$ cat src/rtl/vigenere_stream_ctrl_if.sv
// rtl/vigenere_stream_ctrl_if.sv - handshake bundle for the keyed byte cipher stream controller
interface vigenere_stream_ctrl_if #(
  parameter int LEN_W = 16
) ();
  logic             key_valid;
  logic [7:0]       key_data;
  logic             key_ready;
  logic             start;
  logic             mode;
  logic [LEN_W-1:0] msg_len;
  logic             abort;
  logic             in_valid;
  logic [7:0]       in_data;
  logic             in_ready;
  logic             out_valid;
  logic [7:0]       out_data;
  logic             out_last;
  logic             out_ready;
  logic             key_loaded;
  logic             busy;
  logic             done;
  logic             err;

  modport slave (
    input  key_valid, key_data, start, mode, msg_len, abort, in_valid, in_data, out_ready,
    output key_ready, in_ready, out_valid, out_data, out_last, key_loaded, busy, done, err
  );

  modport master (
    output key_valid, key_data, start, mode, msg_len, abort, in_valid, in_data, out_ready,
    input  key_ready, in_ready, out_valid, out_data, out_last, key_loaded, busy, done, err
  );
endinterface

$ cat src/rtl/vigenere_stream_ctrl.sv
// rtl/vigenere_stream_ctrl.sv - key loader and rotating-key add/subtract byte stream engine
module vigenere_stream_ctrl #(
  parameter int SEC_LEN = 3,
  parameter int LEN_W   = 16
) (
  input  logic                  clk_i,
  input  logic                  rst_i,
  vigenere_stream_ctrl_if.slave bus
);
  localparam int KW = (SEC_LEN > 1) ? $clog2(SEC_LEN) : 1;
  localparam logic [KW-1:0] KLAST = KW'(SEC_LEN - 1);

  localparam logic [1:0] S_IDLE  = 2'd0;
  localparam logic [1:0] S_RUN   = 2'd1;
  localparam logic [1:0] S_DRAIN = 2'd2;

  logic [1:0]       state_q, state_d;
  logic [7:0]       key_q [SEC_LEN];
  logic [KW-1:0]    key_wr_idx_q, key_wr_idx_d;
  logic             key_loaded_q, key_loaded_d;
  logic             mode_q, mode_d;
  logic [LEN_W-1:0] len_q, len_d;
  logic [LEN_W-1:0] cnt_q, cnt_d;
  logic [KW-1:0]    kidx_q, kidx_d;
  logic             out_valid_q, out_valid_d;
  logic [7:0]       out_data_q, out_data_d;
  logic             out_last_q, out_last_d;
  logic             done_q, done_d;
  logic             err_q, err_d;

  logic key_ready, in_ready, key_fire, in_fire, out_fire, last_in;
  logic [7:0] key_byte;

  assign key_ready = (state_q == S_IDLE);
  // The single output register may be refilled in the same cycle it drains.
  assign in_ready  = (state_q == S_RUN) && (!out_valid_q || bus.out_ready);
  assign key_fire  = bus.key_valid && key_ready;
  assign in_fire   = bus.in_valid && in_ready;
  assign out_fire  = out_valid_q && bus.out_ready;
  assign key_byte  = key_q[kidx_q];
  assign last_in   = (cnt_q == len_q - LEN_W'(1));

  // Next-state logic for key bookkeeping, sequencing FSM and output register
  always_comb begin
    state_d      = state_q;
    key_wr_idx_d = key_wr_idx_q;
    key_loaded_d = key_loaded_q;
    mode_d       = mode_q;
    len_d        = len_q;
    cnt_d        = cnt_q;
    kidx_d       = kidx_q;
    out_valid_d  = out_valid_q;
    out_data_d   = out_data_q;
    out_last_d   = out_last_q;
    done_d       = 1'b0;
    err_d        = 1'b0;

    // Rewriting byte 0 invalidates the key until the last byte lands again.
    if (key_fire) begin
      if (key_wr_idx_q == '0) key_loaded_d = 1'b0;
      if (key_wr_idx_q == KLAST) begin
        key_loaded_d = 1'b1;
        key_wr_idx_d = '0;
      end else begin
        key_wr_idx_d = key_wr_idx_q + KW'(1);
      end
    end

    if (bus.abort) begin
      state_d     = S_IDLE;
      out_valid_d = 1'b0;
      out_last_d  = 1'b0;
      cnt_d       = '0;
      kidx_d      = '0;
    end else begin
      case (state_q)
        S_IDLE: begin
          // key_loaded_q is the pre-write value, so a same-cycle key byte cannot enable this start.
          if (bus.start) begin
            if (!key_loaded_q) begin
              err_d = 1'b1;
            end else if (bus.msg_len == '0) begin
              done_d = 1'b1;
            end else begin
              mode_d  = bus.mode;
              len_d   = bus.msg_len;
              cnt_d   = '0;
              kidx_d  = '0;
              state_d = S_RUN;
            end
          end
        end
        S_RUN: begin
          if (in_fire) begin
            out_data_d  = mode_q ? (bus.in_data - key_byte) : (bus.in_data + key_byte);
            out_valid_d = 1'b1;
            out_last_d  = last_in;
            cnt_d       = cnt_q + LEN_W'(1);
            kidx_d      = (kidx_q == KLAST) ? '0 : kidx_q + KW'(1);
            if (last_in) state_d = S_DRAIN;
          end else if (out_fire) begin
            out_valid_d = 1'b0;
          end
        end
        S_DRAIN: begin
          if (out_fire) begin
            out_valid_d = 1'b0;
            out_last_d  = 1'b0;
            done_d      = 1'b1;
            state_d     = S_IDLE;
          end
        end
        default: state_d = S_IDLE;
      endcase
    end
  end

  // State and datapath registers
  always_ff @(posedge clk_i) begin
    if (rst_i) begin
      state_q      <= S_IDLE;
      key_wr_idx_q <= '0;
      key_loaded_q <= 1'b0;
      mode_q       <= 1'b0;
      len_q        <= '0;
      cnt_q        <= '0;
      kidx_q       <= '0;
      out_valid_q  <= 1'b0;
      out_data_q   <= '0;
      out_last_q   <= 1'b0;
      done_q       <= 1'b0;
      err_q        <= 1'b0;
    end else begin
      state_q      <= state_d;
      key_wr_idx_q <= key_wr_idx_d;
      key_loaded_q <= key_loaded_d;
      mode_q       <= mode_d;
      len_q        <= len_d;
      cnt_q        <= cnt_d;
      kidx_q       <= kidx_d;
      out_valid_q  <= out_valid_d;
      out_data_q   <= out_data_d;
      out_last_q   <= out_last_d;
      done_q       <= done_d;
      err_q        <= err_d;
    end
  end

  // Key byte storage, written at the current write index on each key handshake
  always_ff @(posedge clk_i) begin
    if (rst_i) begin
      for (int i = 0; i < SEC_LEN; i++) key_q[i] <= '0;
    end else if (key_fire) begin
      key_q[key_wr_idx_q] <= bus.key_data;
    end
  end

  assign bus.key_ready  = key_ready;
  assign bus.in_ready   = in_ready;
  assign bus.out_valid  = out_valid_q;
  assign bus.out_data   = out_data_q;
  assign bus.out_last   = out_last_q;
  assign bus.key_loaded = key_loaded_q;
  assign bus.busy       = (state_q != S_IDLE);
  assign bus.done       = done_q;
  assign bus.err        = err_q;
endmodule

$ cat src/flat_wrapper.sv
// flat-port wrapper written by rule: the top's interface ports become plain ports
module vigenere_stream_ctrl_flat 
#(
  parameter int SEC_LEN = 3,
  parameter int LEN_W   = 16
)
  (clk_i, rst_i, bus_key_valid, bus_key_data, bus_start, bus_mode, bus_msg_len, bus_abort, bus_in_valid, bus_in_data, bus_out_ready, bus_key_ready, bus_in_ready, bus_out_valid, bus_out_data, bus_out_last, bus_key_loaded, bus_busy, bus_done, bus_err);
  vigenere_stream_ctrl_if #(.LEN_W(LEN_W)) bus_i ();
  input  logic clk_i;
  input  logic rst_i;
  input wire logic [$bits(bus_i.key_valid)-1:0] bus_key_valid;
  input wire logic [$bits(bus_i.key_data)-1:0] bus_key_data;
  input wire logic [$bits(bus_i.start)-1:0] bus_start;
  input wire logic [$bits(bus_i.mode)-1:0] bus_mode;
  input wire logic [$bits(bus_i.msg_len)-1:0] bus_msg_len;
  input wire logic [$bits(bus_i.abort)-1:0] bus_abort;
  input wire logic [$bits(bus_i.in_valid)-1:0] bus_in_valid;
  input wire logic [$bits(bus_i.in_data)-1:0] bus_in_data;
  input wire logic [$bits(bus_i.out_ready)-1:0] bus_out_ready;
  output wire logic [$bits(bus_i.key_ready)-1:0] bus_key_ready;
  output wire logic [$bits(bus_i.in_ready)-1:0] bus_in_ready;
  output wire logic [$bits(bus_i.out_valid)-1:0] bus_out_valid;
  output wire logic [$bits(bus_i.out_data)-1:0] bus_out_data;
  output wire logic [$bits(bus_i.out_last)-1:0] bus_out_last;
  output wire logic [$bits(bus_i.key_loaded)-1:0] bus_key_loaded;
  output wire logic [$bits(bus_i.busy)-1:0] bus_busy;
  output wire logic [$bits(bus_i.done)-1:0] bus_done;
  output wire logic [$bits(bus_i.err)-1:0] bus_err;
  assign bus_i.key_valid = bus_key_valid;
  assign bus_i.key_data = bus_key_data;
  assign bus_i.start = bus_start;
  assign bus_i.mode = bus_mode;
  assign bus_i.msg_len = bus_msg_len;
  assign bus_i.abort = bus_abort;
  assign bus_i.in_valid = bus_in_valid;
  assign bus_i.in_data = bus_in_data;
  assign bus_i.out_ready = bus_out_ready;
  assign bus_key_ready = bus_i.key_ready;
  assign bus_in_ready = bus_i.in_ready;
  assign bus_out_valid = bus_i.out_valid;
  assign bus_out_data = bus_i.out_data;
  assign bus_out_last = bus_i.out_last;
  assign bus_key_loaded = bus_i.key_loaded;
  assign bus_busy = bus_i.busy;
  assign bus_done = bus_i.done;
  assign bus_err = bus_i.err;
  vigenere_stream_ctrl #(.SEC_LEN(SEC_LEN), .LEN_W(LEN_W)) u_core (.clk_i(clk_i), .rst_i(rst_i), .bus(bus_i));
endmodule
$ cat config.mk
export PLATFORM = sky130hd
export DESIGN_NAME = vigenere_stream_ctrl_flat
export DESIGN_NICKNAME = d
export VERILOG_FILES = /design/src/rtl/vigenere_stream_ctrl_if.sv /design/src/rtl/vigenere_stream_ctrl.sv /design/src/flat_wrapper.sv
export SDC_FILE = /design/constraint.sdc
export NUM_CORES = 1
export LEC_CHECK = 0
export BUFFER_PORTS_ARGS = -buffer_cell sky130_fd_sc_hd__buf_2
export CAP_MARGIN = 10
export CELL_PAD_IN_SITES_DETAIL_PLACEMENT = 1
export CELL_PAD_IN_SITES_GLOBAL_PLACEMENT = 1
export CORE_MARGIN = 1.5
export CORE_UTILIZATION = 49
export CTS_CLUSTER_SIZE = 28
export DETAILED_ROUTE_END_ITERATION = 8
export GPL_ROUTABILITY_DRIVEN = 0
export PLACE_DENSITY = 0.88
export SETUP_SLACK_MARGIN = 0.3
export SLEW_MARGIN = 5
export SYNTH_ARGS = -nofsm -noshare
export SYNTH_HDL_FRONTEND = slang
export SYNTH_SLANG_ARGS = --single-unit
$ cat constraint.sdc
create_clock -name clk_i -period 5.1 [get_ports clk_i]
set_clock_uncertainty 0.1 [all_clocks]
set_input_delay 0.255 -clock clk_i [delete_from_list [all_inputs] [get_ports clk_i]]
set_output_delay 0.255 -clock clk_i [all_outputs]
set_load 0.01 [all_outputs]
---- Yosys cells after proc, flatten, opt, wreduce, memory -nomap -nowiden ----
Memory sizes are Yosys's and may differ from the RTL's. A register that Yosys moved wholly into a read port is not among the register bits.
Cells that the tools add are included.
W data, S select, Z words.
storage, ports and cells
  memory bits (writable) .................. 24
  word-level logic and storage cells ...... 100
  register bits after elaboration ......... 52
  input port bits ......................... 40
  memories kept ........................... 1
  output and inout bits ................... 16
operators by class
  reduce and logical (&&, ||, !) cells .... 22
  multiplexer cells ....................... 44
  $add $sub $neg .......................... 6
  bitwise gates (word level) .............. 4
  equal/unequal tests ..................... 11
memories
  memory        depth  bits a word  rd ports  clocked after Yosys merged registers in  write ports  RTL line                    source
  u_core.key_q  3      8            1         1                                        3            vigenere_stream_ctrl.sv:18  logic [7:0] key_q [SEC_LEN];
operators by type and width
  kind                     count
  $mux W16                 4
  $pmux W16 S2             1
  $mux W2                  15
  $mux W1                  17
  $add A16 B1 Y16 const B  1
  $eq A16 B16 Y1           1
  $logic_not A16 Y1        1
  $mux W8                  2
  $sub A16 B1 Y16 const B  1
  $reduce_and A5 Y1        2
  $add A8 B8 Y8            1
  $ne A2 B1 Y1 const B     4
  $reduce_bool A2 Y1       4
  $reduce_or A8 Y1         1
  $sub A8 B8 Y8            1
  $eq A2 B2 Y1 const B     3
  $pmux W1 S2              3
  $pmux W2 S3              1
  $reduce_and A3 Y1        2
  $reduce_and A6 Y1        1
  $add A2 B1 Y2 const B    2
  $logic_and A1 B1 Y1      4
  $logic_not A2 Y1         2
  $ne A2 B2 Y1 const B     2
  other kinds (8)          11

---- Depth between registers and ports, before layout ----
Gate-level depths: netlist of the first run.
  depth in word-level cells ............... 8
  gate-level depth with buffers ........... 15

---- Worst setup path after synthesis of the first run ----
OpenSTA, ideal clock, no wires.
  path kind ............................... register -> register
  start ................................... reg with a tool-made name
  end ..................................... reg u_core.out_data_q[7] (netlist: u_core.bus.out_data[7])
  path slack .............................. 2109 ps
  cell stages (with the launch flop) ...... 15
  setup time .............................. 127 ps
  data required time ...................... 4873 ps
  path buffers ............................ 1
  data arrival time ....................... 2764 ps
  cell sequence ........................... dfxtp_1 buf_6 mux4_1 or3_4 nor3_4 nor2_1 xnor2_1 ha_1 o21ai_0 nand2b_1 a21oi_1 a21oi_1 xnor3_1 mux2i_1 nor2_1
RTL lines
  item                  RTL line                     source
  end signal, assigned  vigenere_stream_ctrl.sv:142  out_data_q <= out_data_d;
  end, declared         vigenere_stream_ctrl.sv:26   logic [7:0] out_data_q, out_data_d;

==> results.toml, run 1 <==
[floorplan]
row_count = 35
die_w_um = 100
num_io_pins = 56
dieArea_um2 = 10000
start_util_pct = 50.4
die_h_um = 100
core_area_um2 = 9200

[final_layout]
ff_latch_area_um2 = 2040
final_nets = 571
drive_above_1_share_pct = 17.2
area_growth_pct = 13.2
multi_input_area_um2 = 2450
post-route-cell-area_um2 = 5240
fill_cells = 1048
final_util_pct = 57.0
diodes = 0

[detailed_routing]
wire_per_inst_um = 20.4
via_per_inst = 5.93
route.detailed.drc = 0
final_antenna_net_count = 0
drtIter0Drc = 170
vias = 3756
wl_um = 12900
dr.pass1.iters = 5

[status]
outcome = "finished clean"

[grt]
use_met1_pct = 31.5
grt_first_pass_wirelength_um = 20400
grt_max_degree = 35
antenna_found_initial = 0
met3_usage_pct = 4.94
grt_overflow = 0
busiest_layer = "met2"
grt_pass1_vias = 3955
grtUsageTotal_pct = 26.9
gr-usage-met2_pct = 48.9

[setup_path]
worst_ep_arrival_time_ps = 3890
crit_family = "compound AO/OA/AOI/OAI gates"
path_class = "reg2reg"
critPathMaxStageDelay_ps = 690
critical_path_peak_fanout = 8
crit_chain = "mux4_1 > inv_1 > ha_1 > mux2i_1 > ha_1 > nor2b_1 > o21a_1 > o21ai_0 > a21oi_1 > o21ai_0 > nand3b_1 > a21oi_1"
start_kind = "flop"
cp_data_required_time_ps = 5310
cpMaxStageDelayCell = "mux4_1"
critical_path.endpoint_type = "flop"
path_buf_inv = 1

[sta]
worst_hold_slack_ps = 20.4
worst_pin_slew_ps = 1110
setup_violations = 0
tns_ps = 0
final.period_utilization_pct = 72.0
maxSlewHeadroom_pct = 25.6
final_max_slew_viol_count = 0
period_minus_slack_ps = 3670
report.final.hold_viol_count = 0
rsz0062_at_grt = "no"
max_freq_mhz = 272

[clock_network]
cts-htree-levels = 3
cts.reportedPaths.clkPinSlew_ps = 110
cts_tree = "done"
clock-sinks = 86
cts_buffer_depth = 2
cts_made_buffers = 9
insertion_delay_ps = 380
cts-root-buf = "clkbuf_8"

[yosys]
synth-seq-cells = 86
syn_nets = 515
synthTopCellsByArea = "dfxtp_1 (23%), edfxtp_1 (21%), nor2_1 (5.7%)"
synth_cell_types = 59
yosysWarnings = 0
synthCells = 461
synth-edff-count = 32
yosysMostFrequentCell = "nor2_1"
seq_area_frac_synth_pct = 44.1
mappedNetlistArea_um2 = 4630
syn_avg_cell_area_um2 = 10.0
async_flop_share_pct = 0
synth_top_area_cell = "dfxtp_1"
synth_top_area_share_pct = 23.3
synthTopCellsByCount = "nor2_1 (70), dfxtp_1 (54), edfxtp_1 (32), and2_1 (26), xnor2_1 (25)"
ys.flop_type = "dfxtp_1"

[flow_run]
maxCapViolations = 0

[power_and_ir_drop]
ir_worst_vdd_v = 0.000170
design_power_total_mw = 1.49
leakage_nw = 2.03
pwr_density_cell_nw_per_um2 = 284

[placed_design]
dp_hpwl_um = 9570
place_area_um2 = 4970
portBuffers = 55

[worst_hold_path]
hp-class = "in2reg"
-- layout by cell type, fill, tap and decap left out, types with 6 or more instances in the layout --
cell type / synthesis / final
mux2i_1: 23 / 23
and2_1: 26 / 26
mux4_1: 6 / 6
ha_1: 13 / 13
clkbuf_8: 0 / 9
nand4_1: 6 / 6
xnor2_1: 25 / 25
buf_2: 4 / 55
dfxtp_1: 54 / 54
nand2_1: 23 / 23
edfxtp_1: 32 / 32
inv_1: 17 / 17
nand3_1: 13 / 13
xor2_1: 16 / 16
nor2_1: 70 / 70
nor3b_1: 7 / 7
nor4_1: 7 / 7
dlygate4sd3_1: 0 / 7
a21oi_1: 18 / 18
nor3_1: 14 / 12
-- path summary, 6_finish.rpt --
path	from	end	slack, ps	depth (start not counted)
setup / recovery	flop	u_core.bus.out_data[5]	1430	12
hold / removal	bus_mode	u_core.mode_q	20	3
setup reg to reg	flop	u_core.bus.out_data[5]	1430	12
hold reg to reg	u_core.bus.out_last	u_core.bus.out_last	360	2
-- metrics by stage --
step / worst slack [ps] / std cells
after detailed placement: 1510 / 610
after floorplan: 2110 / 461
after CTS: 1440 / 633
final: 1430 / 633
after global routing: 1230 / 633
after global placement: 1720 / 610
-- cell type report --
cell class / count / share of cell area, %
Sequential cell: 86 / 38.9
Multi-Input combinational cell: 340 / 46.7
Tap cell: 111 / 2.65
Inverter: 17 / 1.22
Timing Repair Buffer: 63 / 6.73
Clock inverter: 7 / 1.41
Clock buffer: 9 / 2.36
-- layer usage --
layer / vias up / part of all wire, %
met1: 1878 / 41
met4: 0 / 3.1
met5: - / 0
met2: 105 / 52
li1: 1745 / -
met3: 28 / 3.9
-- power breakdown --
part / internal (mW) / total [mW] / switching [mW]
logic: 0.108 / 0.251 / 0.144
registers: 0.730 / 0.742 / 0.0123
clock network: 0.194 / 0.495 / 0.300
total: 1.03 / 1.49 / 0.456
-- sequential cells by signal (all words and copies together) (netlist names), 2 cells and up, named ones only --
register             flops
u_core.bus.out_data      8
u_core.state_q           2
u_core.key_wr_idx_q      2
u_core.cnt_q            16
u_core.len_q            16
u_core.kidx_q            2
u_core.key_q            32
-- repair_timing --
item,4_1_cts,5_1_grt
setup buffers,0,0
setup endpoints to repair,0,0
hold endpoints to repair,7,0
hold buffers,7,0
resized for setup,0,0
-- worst register-to-register path: stages (launching register included) --
cell,delay (ps)
dfxtp_1,650
mux4_1,700
inv_1,90
ha_1,230
mux2i_1,250
ha_1,290
nor2b_1,140
o21a_1,170
o21ai_0,360
a21oi_1,180
o21ai_0,180
nand3b_1,100
a21oi_1,170
-- cell families (layout without fill, tap and decap cells) --
group           Yosys count  after routing  share of synthesized area, %
simple gates            201            201                          22.7
mux                      32             32                          9.59
xor+xnor                 42             42                          8.24
flops                    86             86                          44.1
compound gates           51             51                          8.10
fa+ha+maj                14             14                          3.94
buf+inv                  35             96                          3.30
(Power assumes the default switching activity.)
==> run 2: changes to the inputs <==
- CORE_UTILIZATION: 49 -> 46
- PLACE_DENSITY: 0.88 -> 0.84
- clock period: 5.1 -> 3.7 ns (I/O delays scaled with it)
==> results.toml, run 2 (synthesis gave the netlist of run 1 again) <==
[status]
outcome = "finished clean"

[worst_hold_path]
hp-class = "in2reg"

[final_layout]
layout_commonest_cell = "nor2_1"
reg_top3 = "u_core.key_q (32), u_core.cnt_q (16), u_core.len_q (16)"
layout_common_cells = "nor2_1 (70), buf_2 (55), dfxtp_1 (52)"
largest_reg_flops = 32
drive_above_1_share_pct = 18.0
final_util_pct = 55.7
final_nets = 587
largest-register = "u_core.key_q"
post-route-cell-area_um2 = 5450
diodes = 0
area_growth_pct = 17.6

[power_and_ir_drop]
p_seq_share_pct = 48.7
p_comb_share_pct = 17.0
clock_power_share_pct = 34.3
pwr_density_cell_nw_per_um2 = 385
switchingPower_uw = 601
power.internal_mw = 1.49
leakage_nw = 2.11
p_sw_share_pct = 28.7
ir_worst_vdd_v = 0.000239

[detailed_routing]
wl_um = 13000
vias = 3736
wire_per_inst_um = 19.3
dr.pass1.iters = 4
final_antenna_net_count = 0
via_per_inst = 5.57
route.detailed.drc = 0
drtIter0Drc = 149

[setup_path]
critical_path.endpoint_type = "flop"
worst_ep_arrival_time_ps = 3350
start_kind = "flop"
cp_data_required_time_ps = 3890
crit_chain = "mux4_2 > inv_1 > ha_1 > mux2i_2 > ha_1 > nor2b_1 > o21a_1 > o21ai_1 > a21oi_1 > o21ai_0 > nand3b_1 > a21oi_1"
crit_family = "compound AO/OA/AOI/OAI gates"
path_buf_inv = 1
critPathMaxStageDelay_ps = 520
cpMaxStageDelayCell = "mux4_2"
path_class = "reg2reg"
critical_path_peak_fanout = 3

[floorplan]
die_h_um = 103
num_io_pins = 56
core_area_um2 = 9770
row_count = 36
start_util_pct = 47.4
dieArea_um2 = 10700
die_w_um = 103

[placed_design]
place_area_um2 = 5010
portBuffers = 55
place_ws_ps = 115
dp_hpwl_um = 9160

[clock_network]
cts-root-buf = "clkbuf_8"
cts_made_buffers = 9
cts_tree = "done"
insertion_delay_ps = 370
cts.reportedPaths.clkPinSlew_ps = 110
clock-sinks = 86
cts-htree-levels = 3
cts_buffer_depth = 2

[sta]
period_minus_slack_ps = 3150
tns_ps = 0
max_freq_mhz = 317
maxSlewHeadroom_pct = 28.6
rsz0062_at_grt = "no"
worst_pin_slew_ps = 1070
worst_hold_slack_ps = 35.2
report.final.hold_viol_count = 0
setup_violations = 0
final.period_utilization_pct = 85.2
final_max_slew_viol_count = 0
fin_ws_ps = 549

[grt]
antenna_found_initial = 0
grtUsageTotal_pct = 25.3
grt_max_degree = 35
grt_overflow = 0
grt_first_pass_wirelength_um = 20200
grt_pass1_vias = 4027

[flow_run]
maxCapViolations = 0
==> run 2: tightest hold or removal path: stages <==
cell     delay (ps)
buf_2           130
mux2i_1          80
nor2_1           70
==> run 2: layout make-up <==
class,instances,area [um^2]
Multi-Input combinational cell,340,2450
Clock inverter,7,87.6
Inverter,17,63.8
Timing Repair Buffer,79,508
Fill cell,1100,4330
Clock buffer,9,124
Tap cell,133,166
Sequential cell,86,2050
==> run 2: metal layers <==
metal	share of wire [%]	up-vias	GRT usage [%]	wire (um)
met5	0	-	0	0
met4	1.7	0	8.11	217
met3	4.5	23	4.70	578
met2	52	104	45.9	6770
met1	42	1826	30.0	5410
li1	-	1783	-	-
==> run 2: worst paths after layout <==
check / startpoint / end / slack [ps] / depth (start not counted)
worst max-delay path: u_core.key_q[0][1] / u_core.bus.out_data[5] / 550 / 12
worst min register to register: u_core.bus.out_last / u_core.bus.out_last / 360 / 2
worst max register to register: u_core.key_q[0][1] / u_core.bus.out_data[5] / 550 / 12
worst min-delay path: bus_msg_len[1] / u_core.len_q[1] / 40 / 3
==> run 2: stage by stage <==
step,power (mW),cells
2_1_floorplan,1.27,461
3_5_place_dp,1.37,633
4_1_cts,2.11,670
5_1_grt,2.18,671
6_report,2.10,671
3_3_place_gp,1.35,633
==> run 2: power groups by stage <==
stage / Clock (mW) / Sequential (mW) / Combinational, mW
finish: 0.719 / 1.02 / 0.356
global route: 0.763 / 1.02 / 0.389
CTS: 0.736 / 1.02 / 0.352
detailed placement: 0 / 1.04 / 0.330
global placement: 0 / 1.04 / 0.307
floorplan: 0 / 1.04 / 0.233
==> run 2: what timing repair did <==
item,in CTS,in global routing
hold buffers,21,0
hold endpoints to repair,21,0
buffers inserted,0,1
endpoints found under the setup margin,2,2
resized for setup,2,5
pin swaps,0,2
